--- config.mk ---
export PLATFORM = sky130hd
export DESIGN_NAME = inst_fetch_ctrl
export DESIGN_NICKNAME = d
export VERILOG_FILES = /design/src/rtl/inst_fetch_ctrl.sv
export SDC_FILE = /design/constraint.sdc
export NUM_CORES = 1
export LEC_CHECK = 0
export CORE_MARGIN = 3
export CORE_UTILIZATION = 60
export CTS_CLUSTER_SIZE = 8
export DETAILED_ROUTE_END_ITERATION = 8
export HOLD_SLACK_MARGIN = 0.15
export PLACE_DENSITY = 0.86
export SETUP_SLACK_MARGIN = 0.4
export SYNTH_ARGS = -nofsm -noshare
export SYNTH_HDL_FRONTEND = slang
export SYNTH_SLANG_ARGS = --single-unit
--- constraint.sdc ---
create_clock -name Clk -period 6.7 [get_ports Clk]
set_input_delay 1.005 -clock Clk [delete_from_list [all_inputs] [get_ports Clk]]
set_output_delay 1.005 -clock Clk [all_outputs]
set_load 0.01 [all_outputs]
--- src/rtl/inst_fetch_ctrl.sv ---
// Program counter and fetch control: selectable entry points, relative/absolute
// branches, a register-based return stack, stall, and a halt/done handshake.
module inst_fetch_ctrl #(
  parameter int PC_W        = 10,
  parameter int OFF_W       = 8,
  parameter int STACK_DEPTH = 4,
  parameter int NUM_PROGS   = 3,
  parameter logic [NUM_PROGS*PC_W-1:0] PROG_BASE = {10'd256, 10'd128, 10'd0},
  localparam int SEL_W = (NUM_PROGS > 1) ? $clog2(NUM_PROGS) : 1,
  localparam int DEP_W = $clog2(STACK_DEPTH + 1)
) (
  input  logic             Clk,
  input  logic             Reset,
  input  logic             Start,
  input  logic [SEL_W-1:0] ProgSel,
  input  logic             Stall,
  input  logic             Halt,
  input  logic             BranchAbs,
  input  logic             BranchRelEn,
  input  logic             ALU_flag,
  input  logic             Call,
  input  logic             Ret,
  input  logic [PC_W-1:0]  Target,
  input  logic [OFF_W-1:0] Offset,
  output logic [PC_W-1:0]  ProgCtr,
  output logic             Running,
  output logic             Done,
  output logic             StackErr,
  output logic [DEP_W-1:0] Depth
);

  localparam int IDX_W = (STACK_DEPTH > 1) ? $clog2(STACK_DEPTH) : 1;

  typedef enum logic [2:0] {
    S_IDLE = 3'd0,
    S_LOAD = 3'd1,
    S_RUN  = 3'd2,
    S_DONE = 3'd3,
    S_ERR  = 3'd4
  } state_t;

  state_t            state_q, state_d;
  logic [PC_W-1:0]   pc_q, pc_d;
  logic [DEP_W-1:0]  depth_q, depth_d;
  logic [PC_W-1:0]   stack_q [STACK_DEPTH];
  logic              push_en;
  logic [IDX_W-1:0]  push_idx, pop_idx;
  logic [PC_W-1:0]   ret_addr, off_ext, base_addr;

  // Out-of-range selectors fall back to program 0.
  always_comb begin
    base_addr = PROG_BASE[0 +: PC_W];
    for (int i = 1; i < NUM_PROGS; i++) begin
      if (ProgSel == SEL_W'(i)) base_addr = PROG_BASE[i*PC_W +: PC_W];
    end
  end

  assign off_ext  = PC_W'($signed(Offset));
  assign ret_addr = pc_q + PC_W'(1);
  assign push_idx = IDX_W'(depth_q);
  assign pop_idx  = IDX_W'(depth_q - DEP_W'(1));

  always_comb begin
    state_d = state_q;
    pc_d    = pc_q;
    depth_d = depth_q;
    push_en = 1'b0;
    // Start restarts from any state and loads the base on the same edge.
    if (Start) begin
      state_d = S_LOAD;
      pc_d    = base_addr;
      depth_d = '0;
    end else begin
      unique case (state_q)
        S_LOAD: state_d = S_RUN;
        S_RUN: begin
          if (Stall) begin
            state_d = S_RUN;
          end else if (Halt) begin
            state_d = S_DONE;
          end else if (Ret) begin
            if (depth_q == '0) begin
              state_d = S_ERR;
            end else begin
              pc_d    = stack_q[pop_idx];
              depth_d = depth_q - DEP_W'(1);
            end
          end else if (Call) begin
            if (depth_q == DEP_W'(STACK_DEPTH)) begin
              state_d = S_ERR;
            end else begin
              push_en = 1'b1;
              pc_d    = Target;
              depth_d = depth_q + DEP_W'(1);
            end
          end else if (BranchAbs) begin
            pc_d = Target;
          end else if (BranchRelEn && ALU_flag) begin
            pc_d = pc_q + off_ext;
          end else begin
            pc_d = pc_q + PC_W'(1);
          end
        end
        default: state_d = state_q;
      endcase
    end
  end

  always_ff @(posedge Clk or negedge Reset) begin
    if (!Reset) begin
      state_q <= S_IDLE;
      pc_q    <= '0;
      depth_q <= '0;
    end else begin
      state_q <= state_d;
      pc_q    <= pc_d;
      depth_q <= depth_d;
    end
  end

  // Entries survive pops and reloads; only the occupancy count is reset.
  always_ff @(posedge Clk or negedge Reset) begin
    if (!Reset) begin
      for (int i = 0; i < STACK_DEPTH; i++) stack_q[i] <= '0;
    end else if (push_en) begin
      stack_q[push_idx] <= ret_addr;
    end
  end

  assign ProgCtr  = pc_q;
  assign Depth    = depth_q;
  assign Running  = (state_q == S_RUN);
  assign Done     = (state_q == S_DONE);
  assign StackErr = (state_q == S_ERR);

endmodule

# Word-level counts from Yosys, hierarchy flattened
# Cells that the tools add are included.
# word_totals
regBits	56
latchBits	0
ram_bits	0
mem_bits_ro	0
output_inout_bits	16
wordCells	81
memories	0
# classes
n_addsub	4
multipliers	0
div	0
magnitude_cmp	3
eq_ne	15
shifts	0
muxes	41
n_bitwise	2
n_reduce_logical	9
# op_table
operator	count
two-way mux 10 bit	13
two-way mux 3 bit	15
bitwise mux 40 bit	1
binary-select mux 10 bit (select 2 bit)	1
demux 10 bit (select 2 bit)	1
inequality test 6 x 5 -> 1 bit (second input constant)	2
adder 10 x 1 -> 10 bit (second input constant)	1
adder 10 bit	1
two-way mux 9 bit	1
two-way mux 8 bit	1
two-way mux 1 bit	7
equality test 3 x 2 -> 1 bit (second input constant)	2
equality test 3 bit (second input constant)	2
greater-or-equal comparator 3 bit (second input constant)	2
inequality test 3 bit (second input constant)	2
inequality test 6 bit (second input constant)	1
NOT 2 -> 3 bit	2
case mux 3 bit (2 select lines)	1
AND reduction 6 bit	1
nonzero test 3 bit	2
AND reduction 5 bit	1
inequality test 2 bit (second input constant)	2
inequality test 4 bit (second input constant)	1
AND reduction 4 bit	1
9 further kinds	10

# Longest topological paths before layout
# Gate-level depths: netlist (run 1).
# depth
depth_word	11
mapped_depth	10
depth_no_buf	9

# Worst setup path after synthesis (run 1)
# OpenSTA, ideal clock, no wires.
# synth_timing
path_type	input to register
startpoint	in Offset[0]
endpoint	reg pc_q[4], in the netlist ProgCtr[4]
setup_time_ps	94
arrival_time_ps	2722
path_slack_ps	3884
cell_stages	9
n_path_buf	0
path_cell_list	ha_1 > inv_1 > fa_1 > nand2b_1 > a21oi_1 > or2_2 > a31oi_1 > or3_1 > a211oi_1
# synth_via
elab_chain_len	9
# synth_lines
element	line	text
start, declared	24	input logic [OFF_W-1:0] Offset,
adder 10 bit	99	pc_d = pc_q + off_ext;
two-way mux 10 bit	98	end else if (BranchRelEn && ALU_flag) begin
two-way mux 10 bit	96	end else if (BranchAbs) begin
two-way mux 10 bit	88	end else if (Call) begin
two-way mux 10 bit	81	end else if (Ret) begin
two-way mux 10 bit	79	end else if (Halt) begin
two-way mux 10 bit	77	if (Stall) begin
two-way mux 10 bit	74	unique case (state_q)
two-way mux 10 bit	69	if (Start) begin
end signal, assigned	116	pc_q <= pc_d;
end, declared	43	logic [PC_W-1:0] pc_q, pc_d;
# No other way between the ends. The select of a mux whose other input is x is not followed.
# A chain may end at the register's enable or synchronous reset.

# Worst setup path in the final report (run 1)
# layout_timing
startpoint	in Ret
endpoint	reg pc_q[6], in the netlist ProgCtr[6]
# layout_via
elab_chain_len	5
word_cells_on_any_way	8
# layout_lines
element	line	text
start, declared	22	input logic Ret,
two-way mux 10 bit	81	
two-way mux 10 bit	79	
two-way mux 10 bit	77	
two-way mux 10 bit	74	
two-way mux 10 bit	69	
# Parallel ways exist; a longest one is shown, timed or not. The select of a mux whose other input is x is not followed.

==> summary.md, run 1 <==
| Metric | Value |
|---|---|
| Clk sinks | `56` |
| Most used cell, CP | `nand2_1` |
| H-tree levels | `2` |
| Crit. End Element | `register` |
| Worst rel slew slack | `0.255` |
| Post-synth top cells | `nand2_1, dfrtp_1, o21ai_0` |
| Vias per Instance | `6.13` |
| Die Span Y | `81.6 um` |
| Most numerous cell in the Yosys netlist | `nand2_1` |
| Total wire length | `7.97 mm` |
| VDD IR-drop max | `0.000124 V` |
| Num rows | `26` |
| Setup violators final | `0` |
| Worst R2R Setup Slack | `3.80 ns` |
| Crit-path max FO | `32` |
| Post-Syn Area | `0.00343 mm^2` |
| Max-slew violations | `0` |
| Worst path slowest cell | `clkdlybuf4s50_1` |
| Hold Path Class | `reg -> reg` |
| Drt wl/cell | `16.8 um` |
| Initial Util | `0.646` |
| CTS root buf | `clkbuf_8` |
| Final Wtd Congestion | `0.833` |
| Cts repair resizes | `0` |
| Ys Warns | `0` |
| Yosys top cell area share | `0.409` |
| PwrDens | `173 mW/mm^2` |
| Num CTS Buffers | `5` |
| Worst-skew pair later-pin latency | `0.31 ns` |
| # Max-Cap Violations | `0` |
| Synth area leader | `dfrtp_1` |
| Worst-Margin Slew | `1.11 ns` |
| Die width | `81.6 um` |
| Max Fclk | `0.289 GHz` |
| Total GRT Usage | `0.257` |
| Die ar. | `0.00665 mm^2` |
| Ratio of cells with drive above 1 in the final layout | `0.0866` |
| Bufs and invs on worst path | `1` |
| Seq/Total Area, Yosys | `0.409` |
| Setup Buffers After CTS | `0` |
| Post-Synthesis Cells | `367` |
| Syn_area_per_cell | `9.34 um^2` |
| Critical Path RT | `6.88 ns` |
| Worst-path clk slew | `0.11 ns` |
| Fillcell total | `403` |
| Synth Register Bits | `56` |
| Synth cell types | `50` |
| CP peak stage delay | `1.21 ns` |
| Fin nets | `450` |
| Overall power | `0.690 mW` |
| Area of the multi-input gates | `0.00192 mm^2` |
| Setup TNS | `0 ns` |
| PortBufs | `45` |
| CTS tree | `done` |
| Ranking of synthesized cells by area | `dfrtp_1, mux4_2, nand2_1` |
| Ys flop type | `dfrtp_1` |
| Core ar. | `0.00530 mm^2` |
| Initial antenna violation count | `0` |
| Area Growth Syn to Fin | `16.3%` |
| Worst Path Arrival | `3.64 ns` |
| Period utilization | `0.516` |
| CP Class | `in -> reg` |
| Drc violations | `0` |
| ANT cells | `0` |
| CTS Buffer Depth | `2` |
| Via count | `2,907` |
| EDFF count, synth | `0` |
| Status | `complete, no violations` |
| Asr flop ratio synth | `1.00` |
| Post-cts hold buffer count | `0` |
| RSZ-0062 raised after global routing | `no` |
| Hold Vio Cnt, Final | `0` |
| 1st-iter DRT viols | `355` |
| Leakage | `1.66 nW` |
| Synthesized Nets | `414` |
| Io pins | `46` |
| Vias in the first global route | `2,810` |
| First-pass GRT wire length | `13.2 mm` |
| Skew final | `0.0118 ns` |
| Startpoint Class | `input pin` |
| Post-DP HPWL | `5.70 mm` |
| Antenna-violating nets left | `0` |
| CP top delay family | `buffers and inverters` |
| Crit path time final | `3.46 ns` |
| Largest net degree at the start of global routing | `57` |
| Initial DRT Pass Iterations | `7` |
| Congestion Overflow GR | `0` |
| CP cell instances | `clkdlybuf4s50_1 -> nand2_1 -> and4_1 -> nand2_1 -> nor2_1 -> and3_1 -> a2111oi_0` |
| FF+latch area | `0.00140 mm^2` |
-- metrics by stage --
step / util / worst slack, ns / hold slack, ns / area (um^2) / std cells
2_1_floorplan: - / 3.88 / 0.445 / 3430 / 367
3_3_place_gp: 0.735 / 3.09 / 0.457 / 3890 / 466
3_5_place_dp: 0.735 / 2.96 / 0.470 / 3890 / 466
4_1_cts: 0.752 / 3.30 / 0.493 / 3990 / 474
5_1_grt: 0.752 / 3.06 / 0.519 / 3990 / 474
6_report: 0.752 / 3.24 / 0.485 / 3990 / 474
-- worst register-to-register path: stages (launching register included) --
cell	delay (ns)
dfrtp_1	0.88
inv_1	0.16
ha_1	0.29
ha_1	0.22
nand2_1	0.11
and4_1	0.48
o311ai_0	0.20
a2111oi_0	0.45
-- routing by layer --
| metal | global-route usage | wire (um) |
|---|---|---|
| met4 | 0.0565 | 66 |
| met3 | 0.0439 | 547 |
| met2 | 0.420 | 3790 |
| met5 | 0 | 0 |
| met1 | 0.362 | 3560 |
-- flip-flops by register name, summed over array words and instances, names as in the netlist --
register,flops
Depth,3
stack_q,40
ProgCtr,10
state_q,3
-- cells in the final DEF (no fill, tap or decap), types with 5 or more instances in the layout --
cell / Yosys / layout
nand3_1: 6 / 6
nor3_1: 7 / 7
nand2_2: 5 / 5
clkbuf_8: 0 / 5
mux4_2: 10 / 10
dfrtp_1: 56 / 56
o21ai_1: 8 / 8
ha_1: 16 / 16
a21oi_1: 16 / 16
nand2_1: 60 / 60
nand2b_1: 8 / 8
nor2_1: 22 / 22
xor2_1: 8 / 8
nor3b_1: 5 / 5
o21ai_0: 44 / 44
xnor2_1: 5 / 5
inv_1: 9 / 9
clkdlybuf4s50_1: 0 / 44
nand4_1: 5 / 5
-- final timing paths --
path                                         from                 endpoint  cells past startpoint
min in group asynchronous                   Reset     Depth[2]$_DFFE_PN0P_                      2
setup reg to reg             Depth[0]$_DFFE_PN0P_   ProgCtr[6]$_DFFE_PN0P_                      7
hold reg to reg            stack_q[6]$_DFFE_PN0P_   stack_q[6]$_DFFE_PN0P_                      2
hold / removal             stack_q[6]$_DFFE_PN0P_   stack_q[6]$_DFFE_PN0P_                      2
setup / recovery                              Ret   ProgCtr[6]$_DFFE_PN0P_                      7
max in group asynchronous                   Reset  stack_q[36]$_DFFE_PN0P_                      2
-- area by class of cell --
class                   instances  share of cell area
inverters                       9             0.00847
multi-input cells             285               0.481
well taps                      70              0.0220
flip-flops and latches         56               0.352
clock inverters                 3             0.00565
clock buffers                   5              0.0173
repair buffers                 46               0.114
-- logic make-up (layout without fill, tap and decap cells) --
logic type | Yosys count | after routing | synth area share
simple gates | 137 | 137 | 0.198
compound gates | 102 | 102 | 0.180
flops | 56 | 56 | 0.409
buf+inv | 26 | 63 | 0.0310
fa+ha+maj | 17 | 17 | 0.0643
mux | 16 | 16 | 0.0847
xor+xnor | 13 | 13 | 0.0332
-- power by group --
| group | internal (mW) | total (mW) | switching [mW] | leakage [nW] |
|---|---|---|---|---|
| sequential | 0.347 | 0.363 | 0.0160 | 0.771 |
| clock | 0.0752 | 0.188 | 0.113 | 0.0485 |
| combinational | 0.0668 | 0.139 | 0.0726 | 0.845 |
| total | 0.489 | 0.690 | 0.201 | 1.66 |
No activity file was read; power rests on OpenSTA's default activity.
==> run 2: changes to the inputs <==
Settings changed: CORE_UTILIZATION 60 to 55, PLACE_DENSITY 0.86 to 0.8.
Clock period 6.7 ns to 3.2 ns, I/O delays scaled along.
==> run 2 against run 1 <==
Compared with the run above:
- non-clock buffer count is 6 higher
- clock power increased by 130%
- register-to-register slack got worse by 3.1 ns
- global-route usage down 2.5 points
- largest cell class unchanged
- critical endpoint is now ProgCtr[8]$_DFFE_PN0P_
- die area rose by 8.4%
- via count decreased by 1.4%
- design area up 1.6%
- flip-flop and latch count unchanged
- cell count increased by 2.3%
==> summary.md, run 2 (synthesized netlist as in run 1, its figures left out) <==
| Metric | Value |
|---|---|
| Status | `complete, no violations` |
| Num CTS Buffers | `5 (unchanged)` |
| CTS root buf | `clkbuf_8` |
| Crit. End Element | `register` |
| Design area | `0.00405 mm^2 (+1.6%)` |
| CP Class | `in -> reg` |
| Hold Vio Cnt, Final | `0 (unchanged)` |
| Setup Buffers After CTS | `0 (unchanged)` |
| CP Capture Point | `ProgCtr[8]$_DFFE_PN0P_` |
| CTS tree | `done` |
| Antenna-violating nets left | `0 (unchanged)` |
| Die Span Y | `84.9 um (+4.1%)` |
| Largest Register | `stack_q` |
| Num rows | `28 (+7.7%)` |
| Setup violators final | `0 (unchanged)` |
| 1st-iter DRT viols | `222 (-37%)` |
| Initial antenna violation count | `0 (unchanged)` |
| Area after DPL | `0.00395 mm^2 (+1.3%)` |
| # Max-Cap Violations | `0 (unchanged)` |
| PwrDens | `367 mW/mm^2 (+110%)` |
| Critical Path RT | `3.40 ns (-3.48 ns)` |
| Worst rel slew slack | `0.477 (+0.222)` |
| Total wire length | `8.04 mm (+0.85%)` |
| Startpoint Class | `input pin` |
| R2R depth | `8 (+1)` |
| Drt wl/cell | `16.6 um (-1.4%)` |
| CTS Buffer Depth | `2 (unchanged)` |
| Worst-Margin Slew | `0.784 ns (-0.330 ns)` |
| Most frequent cells in the layout | `nand2_1, dfrtp_1, o21ai_0, clkdlybuf4s50_1, nor2_1` |
| ANT cells | `0 (unchanged)` |
| CP peak stage delay | `0.46 ns (-0.75 ns)` |
| H-tree levels | `2 (unchanged)` |
| Die width | `84.9 um (+4.1%)` |
| Reg-to-Reg Start | `ProgCtr[1]$_DFFE_PN0P_` |
| Drc violations | `0 (unchanged)` |
| Ratio of cells with drive above 1 in the final layout | `0.100 (+0.0134)` |
| Vias per Instance | `5.91 (-3.6%)` |
| Area Growth Syn to Fin | `18.1%` |
| Io pins | `46 (unchanged)` |
| Fin nets | `456 (+1.3%)` |
| Vias in the first global route | `2,723 (-3.1%)` |
| Cts repair resizes | `0 (unchanged)` |
| Fillcell total | `457 (+13%)` |
| Most common cell after layout, fill and taps aside | `nand2_1` |
| Worst-path clk slew | `0.11 ns (about the same)` |
| Die ar. | `0.00721 mm^2 (+8.4%)` |
| RR Endpoint | `ProgCtr[8]$_DFFE_PN0P_` |
| Clk sinks | `56 (unchanged)` |
| CP Launch Point | `Offset[0]` |
| Finished Layout Cells | `485 (+2.3%)` |
| Setup TNS | `0 ns (unchanged)` |
| VDD IR-drop max | `0.000245 V (+98%)` |
| Crit-path max FO | `5 (-84%)` |
| Worst Path Arrival | `2.82 ns (-0.82 ns)` |
| Crit path time final | `2.62 ns` |
| Core ar. | `0.00599 mm^2 (+13%)` |
| CP top delay family | `compound AO/OA/AOI/OAI gates` |
| RSZ-0062 raised after global routing | `no` |
| Max Fclk | `0.381 GHz` |
| Levels on crit path | `10 (+3)` |
| Placed insts | `477 (+2.4%)` |
| Hold Path Class | `in -> async` |
| Post-DP HPWL | `5.75 mm (+0.77%)` |
| Skew final | `0.0138 ns (+0.00195 ns)` |
| First-pass GRT wire length | `13.4 mm (+1.1%)` |
| Total GRT Usage | `0.232 (-0.0247)` |
| Max-slew violations | `0 (unchanged)` |
| Max reg flops | `40 (unchanged)` |
| Period utilization | `0.820` |
| Bufs and invs on worst path | `2 (+1)` |
| Initial DRT Pass Iterations | `4 (-3)` |
| Leakage | `1.70 nW (+2.0%)` |
| PortBufs | `45 (unchanged)` |
| Largest net degree at the start of global routing | `36 (-37%)` |
| Initial Util | `0.572 (-0.0742)` |
| CP cell instances | `clkdlybuf4s50_1 -> ha_1 -> inv_1 -> fa_1 -> nand2b_1 -> a21oi_1 -> a221oi_2 -> xnor2_1 -> a2111oi_0 -> o21ai_1` |
| Worst-skew pair later-pin latency | `0.32 ns (about the same)` |
| Congestion Overflow GR | `0 (unchanged)` |
| Post-cts hold buffer count | `0 (unchanged)` |
| Worst R2R Setup Slack | `0.71 ns (-3.09 ns)` |
| Via count | `2,866 (-1.4%)` |
| Final Wtd Congestion | `0.903 (+8.4%)` |
| Worst path slowest cell | `clkdlybuf4s50_1` |
[run 2: layout make-up]
class,instances,area (um^2),area share
inverter,9,33.8,0.00834
tap,75,93.8,0.0232
multi-input combinational,285,1920,0.474
sequential,56,1400,0.346
clock buffer,5,68.8,0.0170
timing repair buffer,52,498,0.123
clock inverter,3,33.8,0.00834
[run 2: stage by stage]
stage	util	hold WS, ns	total power [mW]	setup slack [ns]
3_3_place_gp	0.659	0.458	1.06	0.317
4_1_cts	0.676	0.258	1.50	0.594
3_5_place_dp	0.659	0.469	1.07	0.278
6_report	0.676	0.232	1.48	0.577
5_1_grt	0.676	0.290	1.55	0.428
2_1_floorplan	-	0.184	0.942	0.816
[run 2: worst register-to-register path, delay by kind of cell, from the launching register on]
kind | cells | cell delay [ns]
AO/OA/AOI/OAI | 4 | 0.98
XOR/XNOR | 1 | 0.14
adder cells (fa/ha/maj) | 1 | 0.41
buffers and inverters | 1 | 0.11
flip-flops | 1 | 0.57
AND/OR/NAND/NOR | 1 | 0.17
[run 2: how the worst min path moves through the flow]
stage                                        from                      end  slack (ns)
after floorplan                             Reset     Depth[0]$_DFFE_PN0P_        0.18
after global placement    stack_q[14]$_DFFE_PN0P_  stack_q[14]$_DFFE_PN0P_        0.46
after detailed placement  stack_q[33]$_DFFE_PN0P_  stack_q[33]$_DFFE_PN0P_        0.47
after CTS                                   Reset  stack_q[36]$_DFFE_PN0P_        0.26
after global routing                        Reset  stack_q[36]$_DFFE_PN0P_        0.29
final                                       Reset  stack_q[36]$_DFFE_PN0P_        0.23
[run 2: report_power, final]
| part | internal (mW) | switching, mW | total [mW] |
|---|---|---|---|
| sequential | 0.727 | 0.0217 | 0.748 |
| clock | 0.165 | 0.261 | 0.427 |
| combinational | 0.144 | 0.164 | 0.309 |
| total | 1.04 | 0.447 | 1.48 |
[run 2: metal layers]
metal,global-route usage,routed length (um),up-vias
li1,-,-,1415
met1,0.328,3550,1350
met2,0.384,3860,96
met3,0.0311,558,5
met4,0.0547,64,0
met5,0,0,-
